### src/rtl/audio_mix_pkg.sv
// audio_mix_pkg: definitions shared by the audio mixer and its source watchdogs.
//   mix_state_e    - the mixing sequence, one state per AMCLK_i cycle
//   GAIN_FRAC_BITS - number of fractional bits in a gain word
//   GAIN_UNITY     - gain code that passes a sample through unchanged
package audio_mix_pkg;

  localparam int GAIN_FRAC_BITS = 7;
  localparam int GAIN_UNITY     = 128;

  // The sequence starts once per output tick. It runs one state per cycle:
  // take a snapshot, do two multiply-accumulates and a saturate for each
  // channel, then publish the result.
  typedef enum logic [3:0] {
    IDLE,
    SNAP,
    L0,
    L1,
    SATL,
    R0,
    R1,
    SATR,
    DONE
  } mix_state_e;

endpackage

### src/rtl/audio_src_watchdog.sv
// audio_src_watchdog: liveness tracker for one audio source.
//   AMCLK_i - audio master clock
//   reset   - synchronous, active-high
//   valid   - the source delivered a sample this cycle
//   tick    - an output-rate tick occurred this cycle
//   active  - registered flag: fewer than TIMEOUT_TICKS ticks since the last valid
// The counter saturates at TIMEOUT_TICKS, so a silent source stays inactive
// until its next valid. A valid wins over a tick in the same cycle.
module audio_src_watchdog #(
  parameter int TIMEOUT_TICKS = 4096
) (
  input  logic AMCLK_i,
  input  logic reset,
  input  logic valid,
  input  logic tick,
  output logic active
);

  localparam int                CNT_W = $clog2(TIMEOUT_TICKS + 1);
  localparam logic [CNT_W-1:0]  LIMIT = CNT_W'(TIMEOUT_TICKS);

  logic [CNT_W-1:0] count;

  // The active flag is registered next to the counter. src_active_o then
  // comes straight from a flop and rises the cycle after a valid.
  always_ff @(posedge AMCLK_i) begin
    if (reset) begin
      count  <= LIMIT;
      active <= 1'b0;
    end else if (valid) begin
      count  <= '0;
      active <= 1'b1;
    end else if (tick && (count != LIMIT)) begin
      count  <= count + CNT_W'(1);
      active <= (count != LIMIT - CNT_W'(1));
    end
  end

endmodule

### src/rtl/audio_mix_sched.sv
// audio_mix_sched: two-source stereo mixer with per-source gain, scheduled at
// the output rate AMCLK_i / MCLK_DIVIDER.
//   AMCLK_i                      - audio master clock, the only clock
//   reset                        - synchronous, active-high
//   srcN_left_i / srcN_right_i   - signed stereo sample of source N
//   srcN_valid_i                 - one-cycle strobe qualifying source N data
//   gain0_i / gain1_i            - unsigned gains, GAIN_FRAC_BITS fractional bits
//   APDATA_LEFT_o / RIGHT_o      - saturated mix, held between results
//   APDATA_VALID_o               - one-cycle strobe, 9 cycles after each tick
//   src_active_o                 - per-source liveness from the watchdogs
// The mixing datapath has one multiplier. It is time-shared across the
// IDLE..DONE sequence, which is shorter than the divider period.
module audio_mix_sched
  import audio_mix_pkg::*;
#(
  parameter int DATA_BITS     = 16,
  parameter int GAIN_BITS     = 8,
  parameter int MCLK_DIVIDER  = 16,
  parameter int TIMEOUT_TICKS = 4096
) (
  input  logic                        AMCLK_i,
  input  logic                        reset,
  input  logic signed [DATA_BITS-1:0] src0_left_i,
  input  logic signed [DATA_BITS-1:0] src0_right_i,
  input  logic                        src0_valid_i,
  input  logic signed [DATA_BITS-1:0] src1_left_i,
  input  logic signed [DATA_BITS-1:0] src1_right_i,
  input  logic                        src1_valid_i,
  input  logic        [GAIN_BITS-1:0] gain0_i,
  input  logic        [GAIN_BITS-1:0] gain1_i,
  output logic signed [DATA_BITS-1:0] APDATA_LEFT_o,
  output logic signed [DATA_BITS-1:0] APDATA_RIGHT_o,
  output logic                        APDATA_VALID_o,
  output logic                  [1:0] src_active_o
);

  // Two gained samples plus headroom. The bound is max|s| * max(g) * 2.
  localparam int ACC_W = DATA_BITS + GAIN_BITS + 2;
  localparam int DIV_W = $clog2(MCLK_DIVIDER);

  localparam logic signed [ACC_W-1:0] SAT_MAX =
    ACC_W'((64'sd1 <<< (DATA_BITS - 1)) - 64'sd1);
  localparam logic signed [ACC_W-1:0] SAT_MIN =
    ACC_W'(-(64'sd1 <<< (DATA_BITS - 1)));

  // Signed sample times unsigned gain. The gain is zero-extended first so it
  // can never be read as negative.
  function automatic logic signed [ACC_W-1:0] gain_mul(
    input logic signed [DATA_BITS-1:0] sample,
    input logic        [GAIN_BITS-1:0] gain
  );
    logic signed [ACC_W-1:0] s_ext;
    logic signed [ACC_W-1:0] g_ext;
    s_ext = ACC_W'(sample);
    g_ext = ACC_W'(gain);
    return s_ext * g_ext;
  endfunction

  // Drop the gain fraction with an arithmetic shift, which rounds toward
  // -inf. Then clamp to the sample range.
  function automatic logic signed [DATA_BITS-1:0] scale_sat(
    input logic signed [ACC_W-1:0] acc_in
  );
    logic signed [ACC_W-1:0] shifted;
    shifted = acc_in >>> GAIN_FRAC_BITS;
    if (shifted > SAT_MAX)      return DATA_BITS'(SAT_MAX);
    else if (shifted < SAT_MIN) return DATA_BITS'(SAT_MIN);
    else                        return DATA_BITS'(shifted);
  endfunction

  logic [DIV_W-1:0] div_cnt;
  logic             tick;

  logic signed [DATA_BITS-1:0] hold_l0, hold_r0, hold_l1, hold_r1;
  logic signed [DATA_BITS-1:0] snap_l0, snap_r0, snap_l1, snap_r1;
  logic        [GAIN_BITS-1:0] snap_g0, snap_g1;
  logic signed [ACC_W-1:0]     acc;
  logic signed [DATA_BITS-1:0] sat_l, sat_r;
  mix_state_e                  state;

  assign tick = (div_cnt == DIV_W'(MCLK_DIVIDER - 1));

  audio_src_watchdog #(.TIMEOUT_TICKS(TIMEOUT_TICKS)) u_wd0 (
    .AMCLK_i (AMCLK_i),
    .reset   (reset),
    .valid   (src0_valid_i),
    .tick    (tick),
    .active  (src_active_o[0])
  );

  audio_src_watchdog #(.TIMEOUT_TICKS(TIMEOUT_TICKS)) u_wd1 (
    .AMCLK_i (AMCLK_i),
    .reset   (reset),
    .valid   (src1_valid_i),
    .tick    (tick),
    .active  (src_active_o[1])
  );

  // NOTE: every register here uses non-blocking assignment. All of them then
  // read the values from before the edge, whatever order the statements are in.
  always_ff @(posedge AMCLK_i) begin
    if (reset) begin
      // NOTE: the data registers are reset as well as the control. A
      // sequence aborted by reset then can never publish stale samples.
      div_cnt        <= '0;
      state          <= IDLE;
      hold_l0        <= '0;
      hold_r0        <= '0;
      hold_l1        <= '0;
      hold_r1        <= '0;
      snap_l0        <= '0;
      snap_r0        <= '0;
      snap_l1        <= '0;
      snap_r1        <= '0;
      snap_g0        <= '0;
      snap_g1        <= '0;
      acc            <= '0;
      sat_l          <= '0;
      sat_r          <= '0;
      APDATA_LEFT_o  <= '0;
      APDATA_RIGHT_o <= '0;
      APDATA_VALID_o <= 1'b0;
    end else begin
      // A power-of-two divider wraps by natural overflow.
      div_cnt        <= div_cnt + DIV_W'(1);
      APDATA_VALID_o <= 1'b0;

      if (src0_valid_i) begin
        hold_l0 <= src0_left_i;
        hold_r0 <= src0_right_i;
      end
      if (src1_valid_i) begin
        hold_l1 <= src1_left_i;
        hold_r1 <= src1_right_i;
      end

      case (state)
        IDLE: if (tick) state <= SNAP;
        SNAP: begin
          // The snapshot reads the hold registers' old contents. A valid
          // arriving in this cycle therefore waits for the next tick.
          snap_l0 <= hold_l0;
          snap_r0 <= hold_r0;
          snap_l1 <= hold_l1;
          snap_r1 <= hold_r1;
          snap_g0 <= src_active_o[0] ? gain0_i : '0;
          snap_g1 <= src_active_o[1] ? gain1_i : '0;
          state   <= L0;
        end
        L0: begin
          acc   <= gain_mul(snap_l0, snap_g0);
          state <= L1;
        end
        L1: begin
          acc   <= acc + gain_mul(snap_l1, snap_g1);
          state <= SATL;
        end
        SATL: begin
          sat_l <= scale_sat(acc);
          state <= R0;
        end
        R0: begin
          acc   <= gain_mul(snap_r0, snap_g0);
          state <= R1;
        end
        R1: begin
          acc   <= acc + gain_mul(snap_r1, snap_g1);
          state <= SATR;
        end
        SATR: begin
          sat_r <= scale_sat(acc);
          state <= DONE;
        end
        DONE: begin
          APDATA_LEFT_o  <= sat_l;
          APDATA_RIGHT_o <= sat_r;
          APDATA_VALID_o <= 1'b1;
          state          <= IDLE;
        end
        default: state <= IDLE;
      endcase
    end
  end

endmodule

### config.mk
export PLATFORM = sky130hd
export DESIGN_NAME = audio_mix_sched
export DESIGN_NICKNAME = d
export VERILOG_FILES = /design/src/rtl/audio_mix_pkg.sv /design/src/rtl/audio_src_watchdog.sv /design/src/rtl/audio_mix_sched.sv
export SDC_FILE = /design/constraint.sdc
export NUM_CORES = 2
export LEC_CHECK = 0
export ABC_CLOCK_PERIOD_IN_PS = 6100
export CORE_MARGIN = 4
export CORE_UTILIZATION = 55
export CTS_CLUSTER_SIZE = 30
export DETAILED_ROUTE_END_ITERATION = 10
export DONT_BUFFER_PORTS = 1
export GPL_ROUTABILITY_DRIVEN = 0
export PLACE_DENSITY_LB_ADDON = 0.2
export SYNTH_ARGS = -nofsm -noshare
export SYNTH_HDL_FRONTEND = slang
export SYNTH_SLANG_ARGS = --single-unit
### constraint.sdc
create_clock -name AMCLK_i -period 6.1 [get_ports AMCLK_i]
set_clock_uncertainty 0.05 [all_clocks]
set_input_delay 1.22 -clock AMCLK_i [delete_from_list [all_inputs] [get_ports AMCLK_i]]
set_output_delay 1.22 -clock AMCLK_i [all_outputs]
set_load 0.05 [all_outputs]
==> results.md <==
* Status: completed
* Utilization after layout at 59.31%
* Setup violators final at 0
* Tmin final at about 5800 ps
* Crit path buf inv count at 4
* Post-synthesis cell count at 3545
* Wire length of the first global-routing pass at ~130000 um
* Largest register FFs at 26
* WL per Instance at about 18 um
* Power Density at around 120 nW/um^2
* Routed Antenna Nets at 0
* CTS tree: built
* CP Cell Sequence: nand2_1 -> fa_2 -> buf_4 -> inv_1 -> fa_1 -> fa_1 -> fa_1 -> inv_1 -> fa_1 -> inv_1 -> ha_1 -> nand2_1 -> nor2_1 -> a221o_1 -> a221o_1 -> a31oi_2 -> o21ai_0 -> nor3b_1 -> a311oi_2
* Top cell type by total area after synthesis: fa_1
* Slowest cell on crit path: fa_2
* Worst vdd ir at 215.9 uV
* First-iteration detailed-routing DRC count at 1885
* P_sw at roughly 0.87 mW
* Post-synthesis cell type count at just over 70
* Setup bufs post-CTS at 0
* Vias per cell at between 5 and 6
* Yosys warnings at 0
* Commonest non-fill, non-tap cell in the layout: inv_1
* Ratio of cells with drive above 1 in the final layout at about 4.1%
* Synthesized area at roughly 30000 um^2
* Static Leak at around 16 nW
* I/O pin count at between 100 and 150
* Launch point of the critical path: snap_r1[15]$_SDFFE_PP0P_
* RSZ-0062 raised after global routing: true
* Crit path DAT at ~6200 ps
* Post-CTS Hold Buffers at 0
* Vias in the first global route at 24310
* Mean post-synth cell area at roughly 8.5 um^2
* Antenna Cells at 0
* Startpoint Class: register
* Max Transition Viols Final at 0
* Area share of the largest cell type after synthesis at 30.01%
* Top post-synthesis cells by area: fa_1 30%, dfxtp_1 18%, ha_1 9.1%
* TritonCTS Sinks at 271
* F_max at around 170 MHz
* Reg with most FFs: acc
* Family with the most delay on the worst path: adder cells
* MaxCap Viol Count at 0
* Reg2reg end: acc[25]$_SDFFE_PP0P_
* Post-synth EDFFs at 0
* Fin crit share at between 90% and 100%
* Placed cell count at 4126
* Die area at approximately 59000 um^2
* Sw frac at 22.37%
* Initial core utilization at a little under three fifths
* Clock slew at reported path FFs at roughly 60 ps
* Initial antenna violation count at 1
* Crit-path max FO at 6
* # port buffers at 0
* Most frequent cells in the layout: 627 x inv_1, 479 x nand2_1, 453 x fa_1, 299 x and2_1, 262 x dfxtp_1
* Pre-Repair DR Iteration Count at 6
* Wirelength, routed at between 70000 and 80000 um
* Internal power at roughly 3.0 mW
* Comb power frac at between 1 and 1.5%
* Reg2reg setup slack at around 280 ps
* Hold Startpoint: div_cnt[0]$_SDFF_PP0_
* Pin count of the biggest net entering global routing at 250
* Syn_nets at 4304
* Register area share after synthesis at between 15 and 20%
* WHS at ~390 ps
* Critical path's most frequent cell: fa_1
* Area grow syn2layout at 6.007%
* Yosys reg bits at 271
* Htree depth at 2
* Part of the power in the clock network at 51.9%
* Hold WC Path Type: register to register
* Number of remaining DRC errors at 0
* Hold Crit Depth at 1
* Hold Path End: div_cnt[0]$_SDFF_PP0_
* Root Buffer: clkbuf_16
* CP endpoint kind: register
* Clock latency on the worst-skew pair at around 550 ps
* Vert. Die Dim at ~240 um
* Reg2Reg Launch Point: snap_r1[15]$_SDFFE_PP0P_
* CP max stage delay at around 660 ps
* Final Hold Vio Count at 0
* Worst Tran Pin Value at approximately 1200 ps
* Vias at roughly 24000
* Hpwl dp at around 61000 um
* Top FF cell, synth: dfxtp_1
* Final cell count without fillers at around 4200
* Gr usage total at 26.18%
* WP data required at around 6500 ps
* Sequential share of power at approximately 47%
* Row cnt at 85
* Layout net count at 4225
* Worst path depth at 19
* WS Path Type: register to register
* Worst r2r path cells at 19
* Die Width at 242.7 um
* Longest Clk Path Bufs at 3
* Total CTS buffers at 34
* Ys async rst share at 0%
* Final TNS setup at 0 ps
* Relative slew slack at about a fifth
* Total gr overflow at 0
* Core area at roughly 54000 um^2
-- layout make-up --
type,count,area [um^2]
Clock buffer,46,955.9
Inverter,627,2354
Clock inverter,13,151.4
Multi-Input combinational cell,2476,21880
Timing Repair Buffer,56,452.9
Sequential cell,271,5444
Fill cell,4723,22030
Tap cell,696,870.8
-- synth_stat cells (13+ instances only) --
| cell type | number |
|---|---|
| buf_1 | 19 |
| nand2b_1 | 15 |
| fa_1 | 454 |
| a211oi_1 | 23 |
| nor3_1 | 23 |
| o21ai_1 | 17 |
| o21ai_0 | 70 |
| clkbuf_1 | 148 |
| mux2i_1 | 67 |
| and2_1 | 299 |
| nand3_1 | 40 |
| dfxtp_1 | 271 |
| ha_1 | 221 |
| xnor2_1 | 71 |
| a21o_1 | 40 |
| a21oi_1 | 242 |
| nand4_1 | 13 |
| nand2_1 | 480 |
| xor2_1 | 39 |
| a31oi_1 | 13 |
| inv_1 | 627 |
| nor2_1 | 200 |
-- repair_timing --
action,CTS,global route
pin swaps,0,1
gates resized for setup,1,14
endpoints found under the setup margin,2,12
-- power groups by stage --
stage / registers, mW / clock network, mW / logic (mW)
2_1_floorplan: 1.85 / 0 / 0.0820
3_3_place_gp: 1.86 / 0 / 0.0465
3_5_place_dp: 1.86 / 0 / 0.0498
4_1_cts: 1.82 / 2.07 / 0.0501
5_1_grt: 1.83 / 2.15 / 0.0570
6_report: 1.82 / 2.02 / 0.0493
-- kinds of logic after synthesis --
logic type	synth area share (%)
XOR/XNOR	3.181
AO/OA/AOI/OAI	10.25
buffers and inverters	9.923
multiplexers	2.214
flip-flops	17.91
AND/OR/NAND/NOR	17.38
adder cells (fa/ha/maj)	39.14
-- worst max path at each step --
stage | to | slack, ps
after floorplan | acc[24]$_SDFFE_PP0P_ | 500
after global placement | acc[21]$_SDFFE_PP0P_ | 180
after detailed placement | acc[19]$_SDFFE_PP0P_ | 8
after CTS | acc[21]$_SDFFE_PP0P_ | 70
after global routing | acc[24]$_SDFFE_PP0P_ | -1
final | acc[25]$_SDFFE_PP0P_ | 280
-- stage by stage --
stage	area (um^2)	worst slack [ps]	total power, mW
CTS	32080	74.92	3.944
finish	32110	284.6	3.895
floorplan	30290	496.6	1.930
global placement	30970	184.3	1.908
detailed placement	30970	7.840	1.912
global route	32110	-1.354	4.034
-- routing by layer --
layer	wire (um)	vias to the layer above	part of all wire, %	track usage [%]
met5	0	-	0	0
met4	2546	0	3.3	8.046
met3	5572	165	7.3	4.790
met2	35470	763	47	42.68
met1	32430	11690	43	35.82
li1	-	10890	-	-
Power figures use the tool's default switching activity.
